**src/rtl/rotary_pkg.sv**
```systemverilog
// Shared types and constants for the synthetic quadrature encoder generator.
// The gray table lists the CW walk; CCW walks the same table backwards.
package rotary_pkg;

    typedef enum logic [1:0] {
        ROT_CW  = 2'b00,
        ROT_CCW = 2'b01,
        PRESS   = 2'b10,
        NOP     = 2'b11
    } op_t;

    typedef enum logic [1:0] {
        ST_IDLE,
        ST_ROTATE,
        ST_PRESS,
        ST_FINISH
    } state_t;

    localparam int POS_W = 3;

    // Entries are {A,B}: 00 -> 10 -> 11 -> 01 for clockwise rotation.
    localparam logic [1:0] GRAY_CW [4] = '{2'b00, 2'b10, 2'b11, 2'b01};

    function automatic logic [1:0] gray_ab(input logic [1:0] phase, input logic ccw);
        logic [1:0] idx;
        idx = ccw ? (2'd0 - phase) : phase;
        return GRAY_CW[idx];
    endfunction

endpackage

```
**src/rtl/quadrature_generator_phase_timer.sv**
```systemverilog
// Free-running divider giving a one-cycle tick every PERIOD cycles.
// A restart realigns it so the first tick lands PERIOD cycles after the restart edge.
module phase_timer #(
    parameter int PERIOD = 1000
) (
    input  logic clk,
    input  logic rst_n,
    input  logic restart,
    output logic tick
);

    localparam int CNT_W = (PERIOD > 1) ? $clog2(PERIOD) : 1;
    localparam logic [CNT_W-1:0] LAST = CNT_W'(PERIOD - 1);

    logic [CNT_W-1:0] count;

    always_ff @(posedge clk or negedge rst_n) begin
        if (!rst_n) begin
            count <= '0;
        end else if (restart || (count == LAST)) begin
            count <= '0;
        end else begin
            count <= count + CNT_W'(1);
        end
    end

    assign tick = (count == LAST);

endmodule

```
**src/rtl/quadrature_generator.sv**
```systemverilog
// Command-driven quadrature encoder emulator: walks A/B through gray phases,
// holds the button for press commands and tracks the position a decoder should read.
module quadrature_generator
    import rotary_pkg::*;
#(
    parameter int CLK_PER_QUARTER = 1000,
    parameter int BTN_HOLD        = 10000,
    parameter int STEP_W          = 8
) (
    input  logic              clk,
    input  logic              rst_n,
    input  logic              cmd_valid,
    output logic              cmd_ready,
    input  logic [1:0]        cmd_op,
    input  logic [STEP_W-1:0] cmd_steps,
    output logic              signal_a,
    output logic              signal_b,
    output logic              button,
    output logic              busy,
    output logic              done,
    output logic [2:0]        expected_position
);

    state_t             state;
    state_t             state_nxt;
    op_t                op_in;
    logic               accept;
    logic               ccw;
    logic [1:0]         phase;
    logic [1:0]         phase_nxt;
    logic [1:0]         ab_nxt;
    logic [STEP_W-1:0]  detents;
    logic [POS_W-1:0]   position;
    logic               quarter_tick;
    logic               hold_tick;
    logic               step_en;
    logic               is_rotate;

    assign op_in     = op_t'(cmd_op);
    assign is_rotate = (op_in == ROT_CW) || (op_in == ROT_CCW);
    assign cmd_ready = (state == ST_IDLE) || (state == ST_FINISH);
    assign accept    = cmd_valid && cmd_ready;
    assign busy      = ~cmd_ready;
    assign done      = (state == ST_FINISH);
    assign expected_position = position;

    phase_timer #(.PERIOD(CLK_PER_QUARTER)) u_quarter_timer (
        .clk     (clk),
        .rst_n   (rst_n),
        .restart (accept),
        .tick    (quarter_tick)
    );

    phase_timer #(.PERIOD(BTN_HOLD)) u_hold_timer (
        .clk     (clk),
        .rst_n   (rst_n),
        .restart (accept),
        .tick    (hold_tick)
    );

    // FINISH accepts like IDLE, so a new command can follow with no dead cycle.
    always_comb begin
        state_nxt = state;
        case (state)
            ST_IDLE, ST_FINISH: begin
                state_nxt = ST_IDLE;
                if (cmd_valid) begin
                    if (is_rotate && (cmd_steps != '0)) begin
                        state_nxt = ST_ROTATE;
                    end else if (op_in == PRESS) begin
                        state_nxt = ST_PRESS;
                    end else begin
                        state_nxt = ST_FINISH;
                    end
                end
            end
            ST_ROTATE: begin
                if (detents == '0) begin
                    state_nxt = ST_FINISH;
                end
            end
            ST_PRESS: begin
                if (!button) begin
                    state_nxt = ST_FINISH;
                end
            end
            default: state_nxt = ST_IDLE;
        endcase
    end

    always_ff @(posedge clk or negedge rst_n) begin
        if (!rst_n) begin
            state <= ST_IDLE;
        end else begin
            state <= state_nxt;
        end
    end

    assign step_en   = (state == ST_ROTATE) && (detents != '0) && quarter_tick;
    assign phase_nxt = phase + 2'd1;
    assign ab_nxt    = gray_ab(phase_nxt, ccw);

    // A/B, button and position are all registered so the outputs never glitch.
    always_ff @(posedge clk or negedge rst_n) begin
        if (!rst_n) begin
            ccw      <= 1'b0;
            phase    <= 2'd0;
            detents  <= '0;
            signal_a <= 1'b0;
            signal_b <= 1'b0;
            button   <= 1'b0;
            position <= '0;
        end else if (accept) begin
            ccw     <= (op_in == ROT_CCW);
            detents <= is_rotate ? cmd_steps : '0;
            phase   <= 2'd0;
            button  <= (op_in == PRESS);
        end else if (step_en) begin
            phase    <= phase_nxt;
            signal_a <= ab_nxt[1];
            signal_b <= ab_nxt[0];
            if (!signal_a && ab_nxt[1]) begin
                position <= ccw ? (position - POS_W'(1)) : (position + POS_W'(1));
            end
            if (phase == 2'd3) begin
                detents <= detents - STEP_W'(1);
            end
        end else if ((state == ST_PRESS) && hold_tick) begin
            button <= 1'b0;
        end
    end

endmodule

```
**config.mk**
```make
export PLATFORM = sky130hd
export DESIGN_NAME = quadrature_generator
export DESIGN_NICKNAME = d
export VERILOG_FILES = /design/src/rtl/rotary_pkg.sv /design/src/rtl/quadrature_generator_phase_timer.sv /design/src/rtl/quadrature_generator.sv
export SDC_FILE = /design/constraint.sdc
export NUM_CORES = 1
export LEC_CHECK = 0
export CORE_ASPECT_RATIO = 1.4
export CORE_MARGIN = 5
export CORE_UTILIZATION = 55
export CTS_BUF_LIST = sky130_fd_sc_hd__clkbuf_16
export DETAILED_ROUTE_END_ITERATION = 16
export GPL_TIMING_DRIVEN = 0
export PLACE_DENSITY = 0.77
export SYNTH_ARGS = -nofsm -noshare
export SYNTH_HDL_FRONTEND = slang
export SYNTH_SLANG_ARGS = --single-unit
```
**constraint.sdc**
```tcl
create_clock -name clk -period 5.7 [get_ports clk]
set_input_delay 1.14 -clock clk [delete_from_list [all_inputs] [get_ports clk]]
set_output_delay 1.14 -clock clk [all_outputs]
set_load 0.005 [all_outputs]
```
After elaboration in Yosys (flattened, before gate mapping)
Index checks and enable logic that the tools add are counted.
{"block": "totals", "register_bits": 43, "input_bits": 13, "out_inout_bits": 9, "wordCells": 79}
{"block": "op_classes", "n_addsub": 7, "order_cmp": 1, "n_eq_ne": 11, "muxes": 22, "bitwise": 3, "reduce_logical": 25}
{"cell": "8-bit 2-to-1 mux", "count": 4}
{"cell": "2-bit 2-to-1 mux", "count": 9}
{"cell": "8-bit nonzero test", "count": 2}
{"cell": "14-bit by 1-bit adder with 14-bit output, second input constant", "count": 1}
{"cell": "14-bit == test, second input constant", "count": 1}
{"cell": "14-bit 2-to-1 mux", "count": 1}
{"cell": "10-bit by 1-bit adder with 10-bit output, second input constant", "count": 1}
{"cell": "10-bit == test, second input constant", "count": 1}
{"cell": "10-bit 2-to-1 mux", "count": 1}
{"cell": "2-bit == test, second input constant", "count": 4}
{"cell": "8-bit logical NOT", "count": 1}
{"cell": "2-bit AND reduction", "count": 4}
{"cell": "8-bit by 1-bit subtractor with 8-bit output, second input constant", "count": 1}
{"cell": "1-bit logical AND", "count": 6}
{"cell": "2-bit case mux with 3 select lines", "count": 1}
{"cell": "2-bit nonzero test", "count": 3}
{"cell": "2-bit binary-select mux with 2-bit select", "count": 1}
{"cell": "2-bit by 1-bit == test with 1-bit output, second input constant", "count": 2}
{"cell": "2-bit logical NOT", "count": 2}
{"cell": "1-bit logical OR", "count": 4}
{"cell": "1-bit 2-to-1 mux", "count": 4}
{"cell": "2-bit != test, second input constant", "count": 2}
{"cell": "3-bit by 1-bit adder with 3-bit output, second input constant", "count": 1}
{"cell": "3-bit greater-or-equal comparator, second input constant", "count": 1}
{"cell": "10 further kinds", "count": 11}

Logic depth before layout (Yosys ltp)
{"block": "depth", "word_depth": 9, "mapped_depth": 7, "depth_no_buf": 6}

Hierarchy
A second synthesis with hierarchy kept.
{"block": "hier_totals", "cells_unflattened": 236, "hier_area_um2": 2403.6}
{"mod": "quadrature_generator", "instances": 1, "cells_per_inst": 115, "area_per_inst_um2": 1131.1, "seq_area_each_um2": 475.5}
{"mod": "phase_timer (u_hold_timer)", "instances": 1, "cells_per_inst": 70, "area_per_inst_um2": 721.9, "seq_area_each_um2": 350.3}
{"mod": "phase_timer (u_quarter_timer)", "instances": 1, "cells_per_inst": 51, "area_per_inst_um2": 550.5, "seq_area_each_um2": 250.2}

Worst setup path before layout
No wires, ideal clock.
{"block": "synth_timing", "path_kind": "input port to flip-flop", "from": "in cmd_valid", "to": "reg position[1] (netlist: expected_position[1])", "setup_time_ns": 0.079, "arrival_time_ns": 2.050, "t_required_ns": 5.621, "slack_ns": 3.570, "stages": 4, "n_path_buf": 1, "path_cell_list": "and2_1 > clkbuf_1 > nor4_2 > mux2i_1"}
{"block": "synth_via", "elab_chain_len": 3}
{"item": "start: declaration", "line": "quadrature_generator.sv:12", "source": "input logic cmd_valid,"}
{"item": "1-bit logical AND", "line": "quadrature_generator.sv:42", "source": "assign accept = cmd_valid && cmd_ready;"}
{"item": "1-bit NOT (no line)"}
{"item": "3-bit AND reduction (no line)"}
{"item": "end signal: assignment", "line": "quadrature_generator.sv:123", "source": "position <= ccw ? (position - POS_W'(1)) : (position + POS_W'(1));"}
{"item": "end: declaration", "line": "quadrature_generator.sv:33", "source": "logic [POS_W-1:0] position;"}
Every way passes these cells.
A chain may end at the register's enable or synchronous reset.

Worst setup path after layout
{"block": "layout_timing", "from": "reg state[0]", "to": "out busy"}
{"block": "layout_via", "elab_chain_len": 3, "elab_cells_between_ends": 4, "classes_between": "eq/ne: 1; bitwise: 1; reduce/logical: 2"}
{"item": "start: declaration", "line": "quadrature_generator.sv:24", "source": "state_t state;"}
{"item": "start signal: assignment", "line": "quadrature_generator.sv:95", "source": "state <= state_nxt;"}
{"item": "2-bit == test / 2-bit logical NOT (equally long branches)", "line": "quadrature_generator.sv:41", "source": "assign cmd_ready = (state == ST_IDLE) || (state == ST_FINISH);"}
{"item": "1-bit logical OR (*)", "line": "quadrature_generator.sv:41"}
{"item": "1-bit NOT (*)", "line": "quadrature_generator.sv:43", "source": "assign busy = ~cmd_ready;"}
{"item": "end: declaration", "line": "quadrature_generator.sv:19", "source": "output logic busy,"}
Mark *: on every way between the ends. The rest lies on a longest branch, timed or not.

==> impl_results.md <==
- Outcome: finished clean
- Post-DP HPWL: around 3.7 mm
- Final setup viols: 0
- Boundary Pins: 22
- Pint: approximately 0.0007 W
- Num Clock Sinks: 43
- Async SR Flop Fraction: 100%
- Crit path time final: between 2 and 3 ns
- Fin nets: roughly 300
- Die footprint: 0.00572 mm²
- Sw Share: 35.8%
- # rows: 28
- Critical Path End Type: output pin
- Routed length per instance: between 15 and 20 µm
- Detailed Route WL: about 5 mm
- # hold bufs at CTS: 0
- VDD IR max: between 0.2 and 0.3 mV
- CP Data Required Time: between 4 and 5 ns
- TritonRoute pass-1 iters: 5
- Area Growth Syn to Fin: 18.2%
- Hold Startpoint: u_quarter_timer.count[0]
- Fillers: approximately 340
- Leak: 1.19 nW
- Worst-path fanout max: 4
- R2R setup slack: 3.49 ns
- Global route overflow: 0
- Crit-path slowest cell: clkdlybuf4s50_1
- Yosys warns: 0
- H-tree levels: 2
- CP Launch Type: register
- Clk Latency, worst-skew pair: 0.28 ns
- Critical path's most frequent cell: inv_1
- CTS buffer count: 5
- CP delay by family, top: buffers and inverters
- IO buf count: 21
- Worst Hold Class: reg2reg
- Antenna-violating nets left: 0
- Prevailing post-synth register cell: dfrtp_1
- CTS max path bufs: 2
- CTS Root Cell: clkbuf_16
- Final Cycle Share: 50.1%
- Post-cts sizing count: 0
- FMAX: between 300 and 400 MHz
- Clock Power Share: around 25%
- DIE HEIGHT: about 88 µm
- Slew margin rel.: between 40% and 50%
- GRT Resource Usage Total: 19.6%
- Library cells used by synthesis: 44
- Number of enable flip-flop cells after synthesis: 0
- Max-slew violations: 0
- Number of global-route vias before repair: between 1500 and 2000
- CP Class: reg2out
- Slew @ Worst Pin: approximately 0.85 ns
- Final hold slack: roughly 0.46 ns
- Final setup skew: ~0.0054 ns
- Die width: 65.4 µm
- Max-Cap Viols: 0
- Psw: ~0.00039 W
- Largest net degree at the start of global routing: 32
- Share of layout cells above drive strength 1: slightly above 6%
- Vias per inst: around 6
- Count of state elements after synthesis: 43
- Gate Count Post-Synth: 247
- DRT iter0 DRCs: 120
- Most frequent cells in the layout: dfrtp_1 (43), nor2_1 (29), clkdlybuf4s50_1 (20)
- Buf/Inv on CP: 3
- Fin Setup TNS: 0 ns
- Worst reg2reg endpoint: signal_b
- Hold Path Stages: 1
- Register area share after synthesis: between 40% and 50%
- CTS tree: built
- Power Density: just under 400 mW/mm²
- # diodes: 0
- Register Area: about 0.0011 mm²
- Initial Util: a little under three fifths
- CTS clk-pin slew, worst paths: 0.06 ns
- Sequential Power Share: approximately two fifths
- Initial antenna violation count: 0
- Mean post-synth cell area: between 9 and 10 µm²
- Worst EP arrival: approximately 1.7 ns
- Synth Cell Area: ~0.0024 mm²
- Worst reg2reg startpoint: detents[0]
- RSZ-0062 raised after global routing: false
- CP max stage delay: 0.51 ns
- Core Area: about 0.0042 mm²
- First-pass GRT wire length: 8.65 mm
- Worst R2R Path Depth: 6
- Area of the multi-input gates: about 0.0012 mm²
- Combinational share of power: 34.7%
- Hold Crit Endpoint: u_quarter_timer.count[0]
- # DRC: 0
- Post-CTS setup buffers: 0
- Syn Nets: about 270
- Final Hold Fails: 0
- Vias: between 1500 and 2000
- Final Wtd Congestion: 0.781
- Commonest non-fill, non-tap cell in the layout: dfrtp_1
- Crit path cell chain: inv_1 > ha_1 > inv_1 > clkdlybuf4s50_1
-- area by class of cell --
class | count | area share, %
multi-input cells | 183 | 43.2
flip-flops and latches | 43 | 38.6
repair buffers | 22 | 8.07
clock buffers | 5 | 4.48
well taps | 45 | 2.02
inverters | 13 | 1.75
plain buffers | 8 | 1.35
clock inverters | 3 | 0.583
-- registers in the layout, indices dropped and copies added (netlist names) --
signal and flops:
u_quarter_timer.count 10, state 2, signal_a 1, button 1, signal_b 1, detents 8
expected_position 3, u_hold_timer.count 14, phase 2, ccw 1
-- power groups by stage --
| stage | clock [W] | sequential (W) | combinational (W) |
|---|---|---|---|
| CTS | 0.000282 | 0.000438 | 0.000379 |
| finish | 0.000271 | 0.000439 | 0.000377 |
| detailed placement | 0 | 0.000442 | 0.000377 |
| global route | 0.000292 | 0.000448 | 0.000426 |
| floorplan | 0 | 0.000426 | 0.000253 |
| global placement | 0 | 0.000439 | 0.000368 |
-- Yosys cell counts, types with 2 or more instances --
| cell type | n | area share [%] |
|---|---|---|
| nor3_1 | 7 | 1.5 |
| nor4_1 | 6 | 1.6 |
| a21o_1 | 2 | 0.64 |
| a211o_1 | 2 | 0.74 |
| o21ai_0 | 8 | 1.7 |
| nand3_1 | 14 | 3.0 |
| xor2_1 | 9 | 3.3 |
| a21oi_1 | 12 | 2.5 |
| and2_1 | 2 | 0.53 |
| a31oi_1 | 9 | 2.4 |
| o31ai_1 | 3 | 0.95 |
| dfrtp_1 | 43 | 46 |
| and4_1 | 2 | 0.74 |
| clkbuf_1 | 7 | 1.1 |
| xnor2_1 | 14 | 5.2 |
| and3_1 | 5 | 1.3 |
| or4_1 | 7 | 2.2 |
| nand4_1 | 5 | 1.3 |
| nand2_1 | 12 | 1.9 |
| or3_1 | 4 | 1.1 |
| nor2_1 | 29 | 4.6 |
| nand2b_1 | 2 | 0.53 |
| inv_1 | 12 | 1.9 |
| a21boi_0 | 2 | 0.64 |
| ha_1 | 8 | 4.2 |
| mux2i_1 | 3 | 1.3 |
-- through the flow --
| step | cells | cell area [µm²] | worst slack, ns | power, W | utilization (%) |
|---|---|---|---|---|---|
| floorplan | 247 | 2360 | 3.57 | 0.000679 | - |
| global placement | 313 | 2630 | 2.35 | 0.000807 | 62.5 |
| detailed placement | 314 | 2640 | 2.91 | 0.000819 | 62.9 |
| CTS | 322 | 2780 | 2.83 | 0.00110 | 66.2 |
| global route | 322 | 2790 | 2.76 | 0.00117 | 66.4 |
| finish | 322 | 2790 | 2.85 | 0.00109 | 66.4 |
-- routing by layer --
| layer | vias to the layer above | part of all wire [%] | global-route usage (%) |
|---|---|---|---|
| met5 | - | 0 | 0 |
| met4 | 0 | 2.1 | 8.68 |
| met3 | 12 | 4.4 | 3.75 |
| met2 | 47 | 52 | 34.3 |
| met1 | 931 | 41 | 23.2 |
| li1 | 944 | - | - |
-- kinds of logic (layout without fill, tap and decap cells) --
kind of cell	count (synthesis)	in the layout	share of synthesized area [%]
flops	43	43	45.6
simple gates	103	103	24.0
compound gates	44	44	11.4
fa+ha+maj	9	9	5.09
buf+inv	21	51	3.66
xor+xnor	23	23	8.53
mux	4	4	1.75
-- worst max-delay path by stage --
stage / startpoint / end / slack [ns] / cells after the start
floorplan: cmd_valid / expected_position[1] / 3.57 / 4
global placement: rst_n / u_quarter_timer.count[6] / 2.35 / 1
detailed placement: cmd_valid / expected_position[1] / 2.91 / 5
CTS: state[0] / busy / 2.83 / 4
global route: state[0] / busy / 2.76 / 4
finish: state[0] / busy / 2.85 / 4
Power figures use the tool's default switching activity.
